[config.mk]
export PLATFORM = sky130hd
export DESIGN_NAME = qtable_gen
export DESIGN_NICKNAME = d
export VERILOG_FILES = /design/src/rtl/qtable_gen.sv
export SDC_FILE = /design/constraint.sdc
export NUM_CORES = 1
export LEC_CHECK = 0
export ABC_AREA = 1
export CAP_MARGIN = 20
export CORE_MARGIN = 2
export CORE_UTILIZATION = 31
export DETAILED_ROUTE_END_ITERATION = 10
export PLACE_DENSITY = 0.55
export SYNTH_ARGS = -nofsm -noshare
export SYNTH_HDL_FRONTEND = slang
export SYNTH_SLANG_ARGS = --single-unit
[constraint.sdc]
create_clock -name clk -period 5 [get_ports clk]
set_input_delay 1 -clock clk [delete_from_list [all_inputs] [get_ports clk]]
set_output_delay 1 -clock clk [all_outputs]
set_load 0.1 [all_outputs]
[src/rtl/qtable_gen.sv]
// qtable_gen: runtime quantiser-table generator.
// For every coefficient it reads a base Q from an external ROM, scales it by a
// quality percentage, clamps it, and produces 1/Q as {mantissa, exponent}.
// One restoring divider is shared by the /100 scaling step and the reciprocal.
// Optional build macro: QTABLE_GEN_ZIGZAG_EN selects zigzag fetch order.
module qtable_gen #(
  parameter int NUM_COEF = 128,
  parameter int ADDR_W   = 7,
  parameter int Q_W      = 8,
  parameter int SCALE_W  = 8,
  parameter int MANT_W   = 16,
  parameter int EXP_W    = 8
) (
  input  logic               clk,
  input  logic               rst_n,
  input  logic               start,
  input  logic [SCALE_W-1:0] scale,
  output logic               busy,
  output logic               done,
  output logic               rom_rd,
  output logic [ADDR_W-1:0]  rom_addr,
  input  logic [Q_W-1:0]     rom_data,
  output logic               out_valid,
  input  logic               out_ready,
  output logic [ADDR_W-1:0]  out_idx,
  output logic [Q_W-1:0]     out_q,
  output logic [MANT_W-1:0]  out_mant,
  output logic [EXP_W-1:0]   out_exp
);

  // Divider sizing: scaling divide runs D steps, reciprocal runs RD steps.
  localparam int D    = Q_W + SCALE_W + 1;
  localparam int RD   = MANT_W + 1;
  localparam int DV_W = (D > RD) ? D : RD;
  localparam int RW   = (Q_W > 7) ? Q_W : 7;   // holds divisor 100 or q
  localparam int CW   = $clog2(DV_W + 1);
  localparam int SW   = $clog2(Q_W + 1);
  localparam int NW   = MANT_W + Q_W;          // width of 2**(MANT_W-1+s)

  localparam logic [DV_W-1:0]   QMAX_W    = DV_W'((1 << Q_W) - 1);
  localparam logic [MANT_W:0]   MANT_OVF  = (MANT_W+1)'(2 ** (MANT_W - 1));
  localparam logic [MANT_W-1:0] MANT_HALF = MANT_W'(2 ** (MANT_W - 2));
  localparam logic [ADDR_W-1:0] LAST_IDX  = ADDR_W'(NUM_COEF - 1);

  typedef enum logic [3:0] {
    S_IDLE, S_FETCH, S_WAIT, S_SCALE, S_DIV,
    S_NORM, S_RECIP, S_ROUND, S_OUT, S_DONE
  } state_e;

`ifdef QTABLE_GEN_ZIGZAG_EN
  // Standard JPEG zigzag: scan position -> raster position within an 8x8 block.
  localparam logic [5:0] ZZ [64] = '{
     0,  1,  8, 16,  9,  2,  3, 10, 17, 24, 32, 25, 18, 11,  4,  5,
    12, 19, 26, 33, 40, 48, 41, 34, 27, 20, 13,  6,  7, 14, 21, 28,
    35, 42, 49, 56, 57, 50, 43, 36, 29, 22, 15, 23, 30, 37, 44, 51,
    58, 59, 52, 45, 38, 31, 39, 46, 53, 60, 61, 54, 47, 55, 62, 63
  };

  function automatic logic [ADDR_W-1:0] fetch_addr(input logic [ADDR_W-1:0] j);
    logic [ADDR_W-1:0] a;
    a      = j;
    a[5:0] = ZZ[j[5:0]];
    return a;
  endfunction
`else
  function automatic logic [ADDR_W-1:0] fetch_addr(input logic [ADDR_W-1:0] j);
    return j;
  endfunction
`endif

  // Smallest s with 2**s >= v (v >= 1).
  function automatic logic [SW-1:0] ceil_log2(input logic [Q_W-1:0] v);
    logic [Q_W:0]  pow;
    logic [SW-1:0] r;
    r = '0;
    for (int i = Q_W; i >= 0; i--) begin
      pow = (Q_W+1)'(1) << i;
      if (pow >= {1'b0, v}) r = SW'(i);
    end
    return r;
  endfunction

  state_e              state_q, state_d;
  logic [SCALE_W-1:0]  scale_q, scale_d;
  logic [Q_W-1:0]      base_q, base_d;
  logic [ADDR_W-1:0]   idx_q, idx_d;
  logic [DV_W-1:0]     dvd_q, dvd_d;     // dividend bits, shifted out MSB first
  logic [DV_W-1:0]     quo_q, quo_d;     // quotient bits, shifted in at LSB
  logic [RW-1:0]       rem_q, rem_d;
  logic [RW-1:0]       dvs_q, dvs_d;
  logic [CW-1:0]       cnt_q, cnt_d;
  logic [Q_W-1:0]      q_q, q_d;
  logic [SW-1:0]       s_q, s_d;
  logic [ADDR_W-1:0]   rom_addr_q, rom_addr_d;
  logic                out_valid_q, out_valid_d;
  logic [ADDR_W-1:0]   out_idx_q, out_idx_d;
  logic [Q_W-1:0]      out_q_q, out_q_d;
  logic [MANT_W-1:0]   out_mant_q, out_mant_d;
  logic [EXP_W-1:0]    out_exp_q, out_exp_d;
  logic                busy_q, done_q, rom_rd_q;

  logic [D-1:0]        prod;
  logic [RW:0]         trial, diff;
  logic                fits;
  logic [RW-1:0]       rem_step;
  logic [Q_W-1:0]      q_clamp;
  logic [SW-1:0]       s_calc;
  logic [NW-1:0]       recip_n;
  logic [MANT_W:0]     mant_sum;
  logic [EXP_W-1:0]    exp_calc;

  // State register.
  // NOTE: sequential state uses non-blocking assignments so every flop samples
  // pre-edge values, independent of block ordering.
  always_ff @(posedge clk or negedge rst_n) begin
    if (!rst_n) state_q <= S_IDLE;
    else        state_q <= state_d;
  end

  // Next-state and datapath next values.
  // NOTE: every signal written here gets a default first, so no path can leave
  // it unassigned and infer a latch.
  always_comb begin
    state_d     = state_q;
    scale_d     = scale_q;
    base_d      = base_q;
    idx_d       = idx_q;
    dvd_d       = dvd_q;
    quo_d       = quo_q;
    rem_d       = rem_q;
    dvs_d       = dvs_q;
    cnt_d       = cnt_q;
    q_d         = q_q;
    s_d         = s_q;
    rom_addr_d  = rom_addr_q;
    out_valid_d = out_valid_q;
    out_idx_d   = out_idx_q;
    out_q_d     = out_q_q;
    out_mant_d  = out_mant_q;
    out_exp_d   = out_exp_q;

    // Shared arithmetic, evaluated every cycle and used by the states below.
    prod     = D'(base_q) * D'(scale_q) + D'(50);
    trial    = {rem_q, dvd_q[DV_W-1]};
    diff     = trial - {1'b0, dvs_q};
    fits     = (trial >= {1'b0, dvs_q});
    rem_step = fits ? diff[RW-1:0] : trial[RW-1:0];

    if (quo_q == '0)          q_clamp = Q_W'(1);
    else if (quo_q > QMAX_W)  q_clamp = '1;
    else                      q_clamp = quo_q[Q_W-1:0];
    s_calc  = ceil_log2(q_clamp);
    recip_n = NW'(1) << (MANT_W - 1 + int'(s_calc));

    mant_sum = (MANT_W+1)'(quo_q[MANT_W:1]) + (MANT_W+1)'(quo_q[0]);
    exp_calc = EXP_W'(1) - EXP_W'(s_q);

    unique case (state_q)
      S_IDLE: begin
        if (start) begin
          scale_d    = scale;
          idx_d      = '0;
          rom_addr_d = fetch_addr('0);
          state_d    = S_FETCH;
        end
      end
      S_FETCH: state_d = S_WAIT;
      S_WAIT: begin
        base_d  = rom_data;
        state_d = S_SCALE;
      end
      S_SCALE: begin
        dvd_d   = DV_W'(prod) << (DV_W - D);
        quo_d   = '0;
        rem_d   = '0;
        dvs_d   = RW'(100);
        cnt_d   = CW'(D);
        state_d = S_DIV;
      end
      S_DIV, S_RECIP: begin
        rem_d = rem_step;
        quo_d = {quo_q[DV_W-2:0], fits};
        dvd_d = dvd_q << 1;
        cnt_d = cnt_q - CW'(1);
        if (cnt_q == CW'(1)) state_d = (state_q == S_DIV) ? S_NORM : S_ROUND;
      end
      S_NORM: begin
        // Upper bits of 2**(MANT_W-1+s) preload the remainder; they are < q,
        // so the quotient fits in RD bits.
        q_d     = q_clamp;
        s_d     = s_calc;
        rem_d   = RW'(recip_n >> RD);
        dvd_d   = DV_W'(recip_n[RD-1:0]) << (DV_W - RD);
        quo_d   = '0;
        dvs_d   = RW'(q_clamp);
        cnt_d   = CW'(RD);
        state_d = S_RECIP;
      end
      S_ROUND: begin
        if (mant_sum == MANT_OVF) begin
          out_mant_d = MANT_HALF;
          out_exp_d  = exp_calc + EXP_W'(1);
        end else begin
          out_mant_d = mant_sum[MANT_W-1:0];
          out_exp_d  = exp_calc;
        end
        out_q_d     = q_q;
        out_idx_d   = idx_q;
        out_valid_d = 1'b1;
        state_d     = S_OUT;
      end
      S_OUT: begin
        if (out_ready) begin
          out_valid_d = 1'b0;
          if (idx_q == LAST_IDX) begin
            state_d = S_DONE;
          end else begin
            idx_d      = idx_q + ADDR_W'(1);
            rom_addr_d = fetch_addr(idx_q + ADDR_W'(1));
            state_d    = S_FETCH;
          end
        end
      end
      S_DONE:  state_d = S_IDLE;
      default: state_d = S_IDLE;
    endcase
  end

  // Datapath and output registers; status outputs decode the next state.
  always_ff @(posedge clk or negedge rst_n) begin
    if (!rst_n) begin
      scale_q     <= '0;
      base_q      <= '0;
      idx_q       <= '0;
      dvd_q       <= '0;
      quo_q       <= '0;
      rem_q       <= '0;
      dvs_q       <= '0;
      cnt_q       <= '0;
      q_q         <= '0;
      s_q         <= '0;
      rom_addr_q  <= '0;
      out_valid_q <= 1'b0;
      out_idx_q   <= '0;
      out_q_q     <= '0;
      out_mant_q  <= '0;
      out_exp_q   <= '0;
      busy_q      <= 1'b0;
      done_q      <= 1'b0;
      rom_rd_q    <= 1'b0;
    end else begin
      scale_q     <= scale_d;
      base_q      <= base_d;
      idx_q       <= idx_d;
      dvd_q       <= dvd_d;
      quo_q       <= quo_d;
      rem_q       <= rem_d;
      dvs_q       <= dvs_d;
      cnt_q       <= cnt_d;
      q_q         <= q_d;
      s_q         <= s_d;
      rom_addr_q  <= rom_addr_d;
      out_valid_q <= out_valid_d;
      out_idx_q   <= out_idx_d;
      out_q_q     <= out_q_d;
      out_mant_q  <= out_mant_d;
      out_exp_q   <= out_exp_d;
      busy_q      <= (state_d != S_IDLE);
      done_q      <= (state_d == S_DONE);
      rom_rd_q    <= (state_d == S_FETCH);
    end
  end

  assign busy      = busy_q;
  assign done      = done_q;
  assign rom_rd    = rom_rd_q;
  assign rom_addr  = rom_addr_q;
  assign out_valid = out_valid_q;
  assign out_idx   = out_idx_q;
  assign out_q     = out_q_q;
  assign out_mant  = out_mant_q;
  assign out_exp   = out_exp_q;

endmodule
==> results.txt, run 1 <==
The placeable core region is 28600 sq um. The run gives 135 as the clock net sink count. After detailed routing, the average wire length per cell comes to 13.3 um.

The count of nets left with antenna violations once routing finished came out at 0. Setup repair after global routing left no endpoint under its margin. The logs give 0.146 for the total routing resource utilization after global routing and 0.376 for the sequential area share after synthesis.

The first routing iteration left 450 violations. The maximum buffer depth of the clock tree is 2. The number of buffer cells added on primary ports came out at 69. In the layout the commonest cells are nand2_1, inv_1, dfrtp_1.

The vertical die dimension is 174 um. The tools report the initial standard-cell utilization of the core as 0.314. The number of pins with negative max-slew slack in the final report is 0, and the synthesized cell area is 8980 sq um. STA classifies the critical path startpoint as a flip-flop. Data arrival time of the critical path: 4920 ps. Minimum clock period: 4580 ps. The global-route wire length before repair is 36600 um, and the total of warnings raised by yosys is 0. Data on the critical path is required at its endpoint by 5340 ps. The floorplan step defined a die boundary enclosing 30300 sq um. In this run the worst hold path is classified as reg2reg.

The synthesized design spends more area on one cell type than any other, namely dfrtp_1. The register bit count reported by yosys came out at 135. For the pin with the worst max-slew slack, the measured transition is 1010 ps.

The repair_antennas step left the layout with diodes totalling 0. The maximum fanout encountered on the critical timing path works out to 9. The logs give 0 for the number of buffers added for setup after CTS and 59 for the pin count of the biggest net entering global routing. The logs give 0 for the total count of hold-check failures in the final report and 0.219 GHz for the timing-limited maximum frequency. The first detailed-routing pass took 5 iterations. Summed over all layers, the global routing overflow is 0.

The tools report the routed wire length as 20900 um. The H-tree was split into 4 levels. The CTS buffer count was 17. The critical path in this run is classified as reg2reg. Summing over every cut layer, the via total after detailed routing is 7275.

The wire-length estimate of the detail-placed layout is 16000 um. From left edge to right edge, the die measures 174 um. The tools report the number of maximum-capacitance constraint violations as 0.

The logs give 0.326 for the remaining max-slew budget at the tightest pin and 0.854 for the placer's final routability congestion estimate. The top-area cell type share of the netlist area came out at 0.376. For the final routed database, the setup TNS stands at 0 ps.

The number of rows created at floorplan came out at 62. The ratio of cells with drive above 1 in the final layout is 0.0698, and the initial antenna violation count is 0. The number of nets handed over by synthesis was 1238. The tools report the total DRC errors in the routed layout as 0. The most common cell after layout, fill and taps aside is nand2_1.

The via count of the first global-routing pass was 7333. The netlist uses 47 different library cells. The worst setup path is captured at a flip-flop. Each instance of the synthesized netlist takes up on average 8.02 sq um.

Clock-pin slew was measured on the worst setup and hold paths at 60 ps. The run finished with clean final reports. Number of setup violations in the final report: 0. In this run the count of I/O pins placed on the die edge is 70. The final cycle utilization of the critical path works out to 0.915. The hold buffer count at cts is 0, and the post-route clock skew is 8.60 ps. In the post-synthesis netlist, the biggest area contributors are dfrtp_1, nand2_1, fa_1. The final layout contains 1296 nets. Via count normalized by instance count: 4.62. TritonCTS built the clock tree.

Root cell of the clock tree: clkbuf_16. The growth of design area from synthesis to finish works out to 18.9%. Clock insertion delay at the later pin of the skew report: 420 ps. The tools report the gate count of the mapped netlist as 1119.
==> through the flow <==
stage	hold WS [ps]	std cells	util	instance area, sq um	worst slack, ps
5_1_grt	496	1573	0.373	10700	14.7
4_1_cts	475	1573	0.373	10700	306
2_1_floorplan	442	1119	-	8980	622
3_5_place_dp	459	1542	0.352	10100	320
6_report	474	1573	0.373	10700	425
3_3_place_gp	460	1541	0.352	10100	462
==> critical path, stage by stage, from the launching register on <==
cell and delay (ps):
dfrtp_1 520, nand2_1 130, fa_1 520, inv_1 50, fa_1 500, inv_1 50, fa_1 470, fa_1 540
inv_1 40, ha_1 340, nand3_1 100, nand3_1 110, nand2_1 60, nand2_1 60, a21oi_1 80, o21ai_1 200
nand2_1 70, nand2_1 60, nand2_1 50, nand2_1 80, nand3_1 70, nand2_1 90, nor2_1 40, nor2_1 80
nand2_1 60, a21oi_1 120
==> final timing paths <==
path	from	end	slack, ps	cells after the start
setup / recovery	base_q[4]	dvd_q[14]	420	25
hold / removal	out_idx[5]	out_idx[5]	470	2
setup reg to reg	base_q[4]	dvd_q[14]	420	25
hold reg to reg	out_idx[5]	out_idx[5]	470	2
max in group asynchronous	rst_n	scale_q[2]	3440	2
min in group asynchronous	rst_n	out_mant[3]	550	1
==> synth_stat cells, drive strengths merged <==
master and count:
o221ai 2, a21oi 46, dfrtp 135, clkbuf 38, nand4 13, a32oi 1
clkinv 2, o22ai 22, nor4 3, buf 4, a41oi 1, o211ai 4
nor3b 1, ha 59, a31oi 14, nand2 295, inv 191, a22oi 1
and3 1, xnor2 6, o21ai 75, nand3 47, nor3 17, xor2 19
o2111ai 2, or2 2, a21o 1, nor2 77, fa 40
==> routing by layer <==
metal	global-route usage	vias up	routed length (um)
li1	-	3665	-
met4	0.0340	0	210
met2	0.233	146	9630
met3	0.0256	19	688
met5	0	-	0
met1	0.207	3445	10400
==> state kept, by name, summed over array words and instances (netlist names), 4 cells and up <==
name      count
out_exp       6
dvs_q         8
scale_q       8
q_q           8
quo_q        17
rem_q         8
s_q           4
rom_addr      7
out_q         8
state_q       4
out_idx       7
cnt_q         5
base_q        8
out_mant     16
dvd_q        17
==> kinds of logic (layout without fill, tap and decap cells) <==
family,count (synthesis),count (layout),share of synthesized area
adders and majority gates,99,99,0.171
and+or+nand+nor,456,456,0.223
AOI/OAI and AO/OA,169,169,0.105
DFF,135,135,0.376
xor gates and xnor gates,25,25,0.0244
buffers and inverters,235,305,0.0992
==> what timing repair did <==
action | CTS | global route
gates resized for setup | 0 | 3
hold endpoints to repair | 0 | 0
setup endpoints to repair | 0 | 1
==> final cells by class <==
class                      instances  area, sq um
clock inverter                    14          165
fill                            2914        18000
clock buffer                      17          425
inverter                         193          724
sequential                       135         3380
timing repair buffer              81          782
tap                              384          480
multi-input combinational        749         4720
Power of run 1 is not shown: default switching activity piles up to over one toggle a cycle in this logic, so the estimate is an artifact.
==> run 2, diff against run 1 <==
--- a/config.mk
+++ b/config.mk
@@ -6,6 +6,7 @@
 export NUM_CORES = 1
 export LEC_CHECK = 0
 export ABC_AREA = 1
+export ABC_CLOCK_PERIOD_IN_PS = 5450
 export CAP_MARGIN = 20
 export CORE_MARGIN = 2
 export CORE_UTILIZATION = 31
==> constraint.sdc (replaced) <==
create_clock -name clk -period 5.45 [get_ports clk]
set_input_delay 1.09 -clock clk [delete_from_list [all_inputs] [get_ports clk]]
set_output_delay 1.09 -clock clk [all_outputs]
set_load 0.1 [all_outputs]
==> results.txt, run 2 (synthesis gave the netlist of run 1 again) <==
The logs give 0 (unchanged) for the number of diodes added for antenna fixing and 2911 (was 2914) for the count of fill cells added during filler insertion. The hold buffer count at cts is 0 (unchanged), and the worst-margin pin slew is 1000 ps (was 1010 ps). The placeable core region was 28600 sq um (unchanged). The number of pins with negative max-slew slack in the final report was 0 (unchanged); the largest stage delay on the critical path was 550 ps (was 540 ps). The sink of the worst hold path is out_idx[5] (unchanged).

Via count normalized by instance count: 4.69 (was 4.62). For the clock insertion delay at the later pin of the skew report, the log shows 430 ps (was 420 ps). The routed wire length was 21000 um (was 20900 um). The number of buffer cells added on primary ports came out at 69 (unchanged). The ratio of cells with drive above 1 in the final layout was 0.0650 (was 0.0698); the number of buffers added for setup after CTS was 0 (unchanged). The tools report the startpoint of the worst register-to-register path as base_q[3] (was base_q[4]). The worst hold path stage count came out at 2 (unchanged).

The average detailed-routed wire length per instance is 13.4 um (was 13.3 um). The cell repeated most along the worst path was nand2_1 (unchanged). The remaining max-slew budget at the tightest pin came out at 0.328 (was 0.326). The most common cell after layout, fill and taps aside was nand2_1 (unchanged).

The timing-limited maximum frequency was 0.217 GHz (was 0.219 GHz); the initial standard-cell utilization of the core was 0.314 (unchanged). The area of the multi-input gates is 4720 sq um (unchanged), and the minimum clock period is 4620 ps (was 4580 ps). Kind of start point of the critical path: a flip-flop (unchanged). The logs give 9.37 ps (was 8.60 ps) for the post-route clock skew and 0 (unchanged) for the total count of hold-check failures in the final report. The CTS buffer count was 17 (unchanged). The endpoint of the lowest-slack register-to-register path was dvd_q[14] (unchanged). The tools report the placer's final routability congestion estimate as 0.852 (was 0.854). The count of nets left with antenna violations after detail routing was 0 (unchanged); the growth of design area from synthesis to finish was 19.5% (was 18.9%). The total of cells resized after clock tree synthesis is 0 (unchanged).

The number of violations reported at the end of detailed-routing iteration 0 was 553 (was 450); the global-route wire length before repair was 36000 um (was 36600 um). Critical path class: reg2reg (unchanged). The routed wire length on met2 was 9610 um (was 9630 um); the worst reg2reg path depth was 25 (unchanged). The tools report the register cell area after layout as 3380 sq um (about the same).

Highest-count cells in the layout ignoring fill and taps: nand2_1, inv_1, dfrtp_1 (unchanged). The clock net sink count was 135 (unchanged). The uppermost signal routing layer after detailed routing was met4 (unchanged). The post-detailed-placement half-perimeter wirelength came out at 15900 um (was 16000 um). The run finished with clean final reports. The number of optimization iterations in the first detailed-route pass was 5 (unchanged). Post-route setup TNS: 0 ps (unchanged).

The maximum buffer depth of the clock tree is 2 (unchanged), and the number of rows created at floorplan is 62 (unchanged). TritonCTS built the clock tree. The run gives 0 (unchanged) as the total congestion overflow.

The met1 wire length came out at 10400 um (about the same). Setup repair after global routing left no endpoint under its margin. The data arrival time of the critical path is 4970 ps (was 4920 ps). The total routing resource utilization after global routing is 0.145 (was 0.146), and the die footprint is 30300 sq um (unchanged). The clock slew at the register clock pins of the worst setup and hold paths came out at 60 ps (about the same). The root cell of the clock tree was clkbuf_16 (unchanged). The count of pins on the block boundary is 70 (unchanged).

The maximum fanout encountered on the critical timing path was 9 (unchanged); the wire length on met3 was 841 um (was 688 um). Final net count: 1291 (was 1296). The final cycle utilization of the critical path is 0.847 (was 0.915), and the pin count of the biggest net entering global routing is 100 (was 59). The vertical die dimension is 174 um (unchanged).

The tools report the endpoint class of the critical path as a flip-flop (unchanged). The run gives 0 (unchanged) as the initial antenna violation count. The master of the slowest instance on the critical path was fa_1 (unchanged). The x dimension of the die is 174 um (unchanged). The tools report the register-to-register setup slack as 830 ps (was 420 ps).

The logs give 4 (unchanged) for the maximum level of the CTS H-tree and 7139 (was 7333) for the via count of the first global-routing pass. Path category of the worst min-delay check: reg2reg (unchanged). The run gives 5800 ps (was 5340 ps) as the data required time at the worst endpoint.

The beginning of the worst hold path was out_idx[5] (unchanged). The number of maximum-capacitance constraint violations is 0 (unchanged), and the total via count after detailed routing is 7351 (was 7275). For the number of setup violations in the final report, the log shows 0 (unchanged). The tools report the total DRC errors in the routed layout as 0 (unchanged).
## run 2: cell count changes in the layout (fill, tap and decap cells not counted), sizes merged
| cell | delta |
|---|---|
| clkinvlp | -4 |
| clkinv | +3 |
| buf | -5 |
| inv | -2 |
| bufinv | +4 |
## run 2: worst max path at each step
stage	start	end	slack [ps]
floorplan	scale_q[2]	dvd_q[14]	1070
global placement	base_q[3]	dvd_q[14]	920
detailed placement	base_q[3]	dvd_q[14]	830
CTS	base_q[3]	dvd_q[14]	790
global route	scale_q[2]	dvd_q[14]	290
finish	base_q[3]	dvd_q[14]	830
## run 2: layer usage
| layer | vias to the layer above | GRT usage |
|---|---|---|
| met5 | - | 0 |
| met4 | 0 | 0.0340 |
| met3 | 15 | 0.0254 |
| met2 | 167 | 0.229 |
| met1 | 3506 | 0.208 |
| li1 | 3663 | - |
## run 2: area by class of cell
type | instances | share of cell area
multi-input cells | 749 | 0.439
flip-flops and latches | 135 | 0.315
well taps | 384 | 0.0448
repair buffers | 76 | 0.0694
clock inverters | 15 | 0.0244
inverters | 193 | 0.0675
clock buffers | 17 | 0.0396
## run 2: stage by stage
step                      hold WS (ps)  utilization  area, sq um  setup slack (ps)  std cells
after global placement             458        0.351        10000               915       1536
after detailed placement           463        0.351        10000               825       1537
final                              471        0.375        10700               832       1569
after CTS                          477        0.375        10700               788       1569
after floorplan                    442            -         8980              1070       1119
after global routing               502        0.375        10700               287       1569
## run 2: critical path: cells and delay by family (launching register included)
kind	cells	cell delay [ps]
flops	1	510
simple gates	14	1050
fa+ha+maj	5	2390
compound gates	3	440
buf+inv	3	150
Power of run 2 is left out for the same reason.
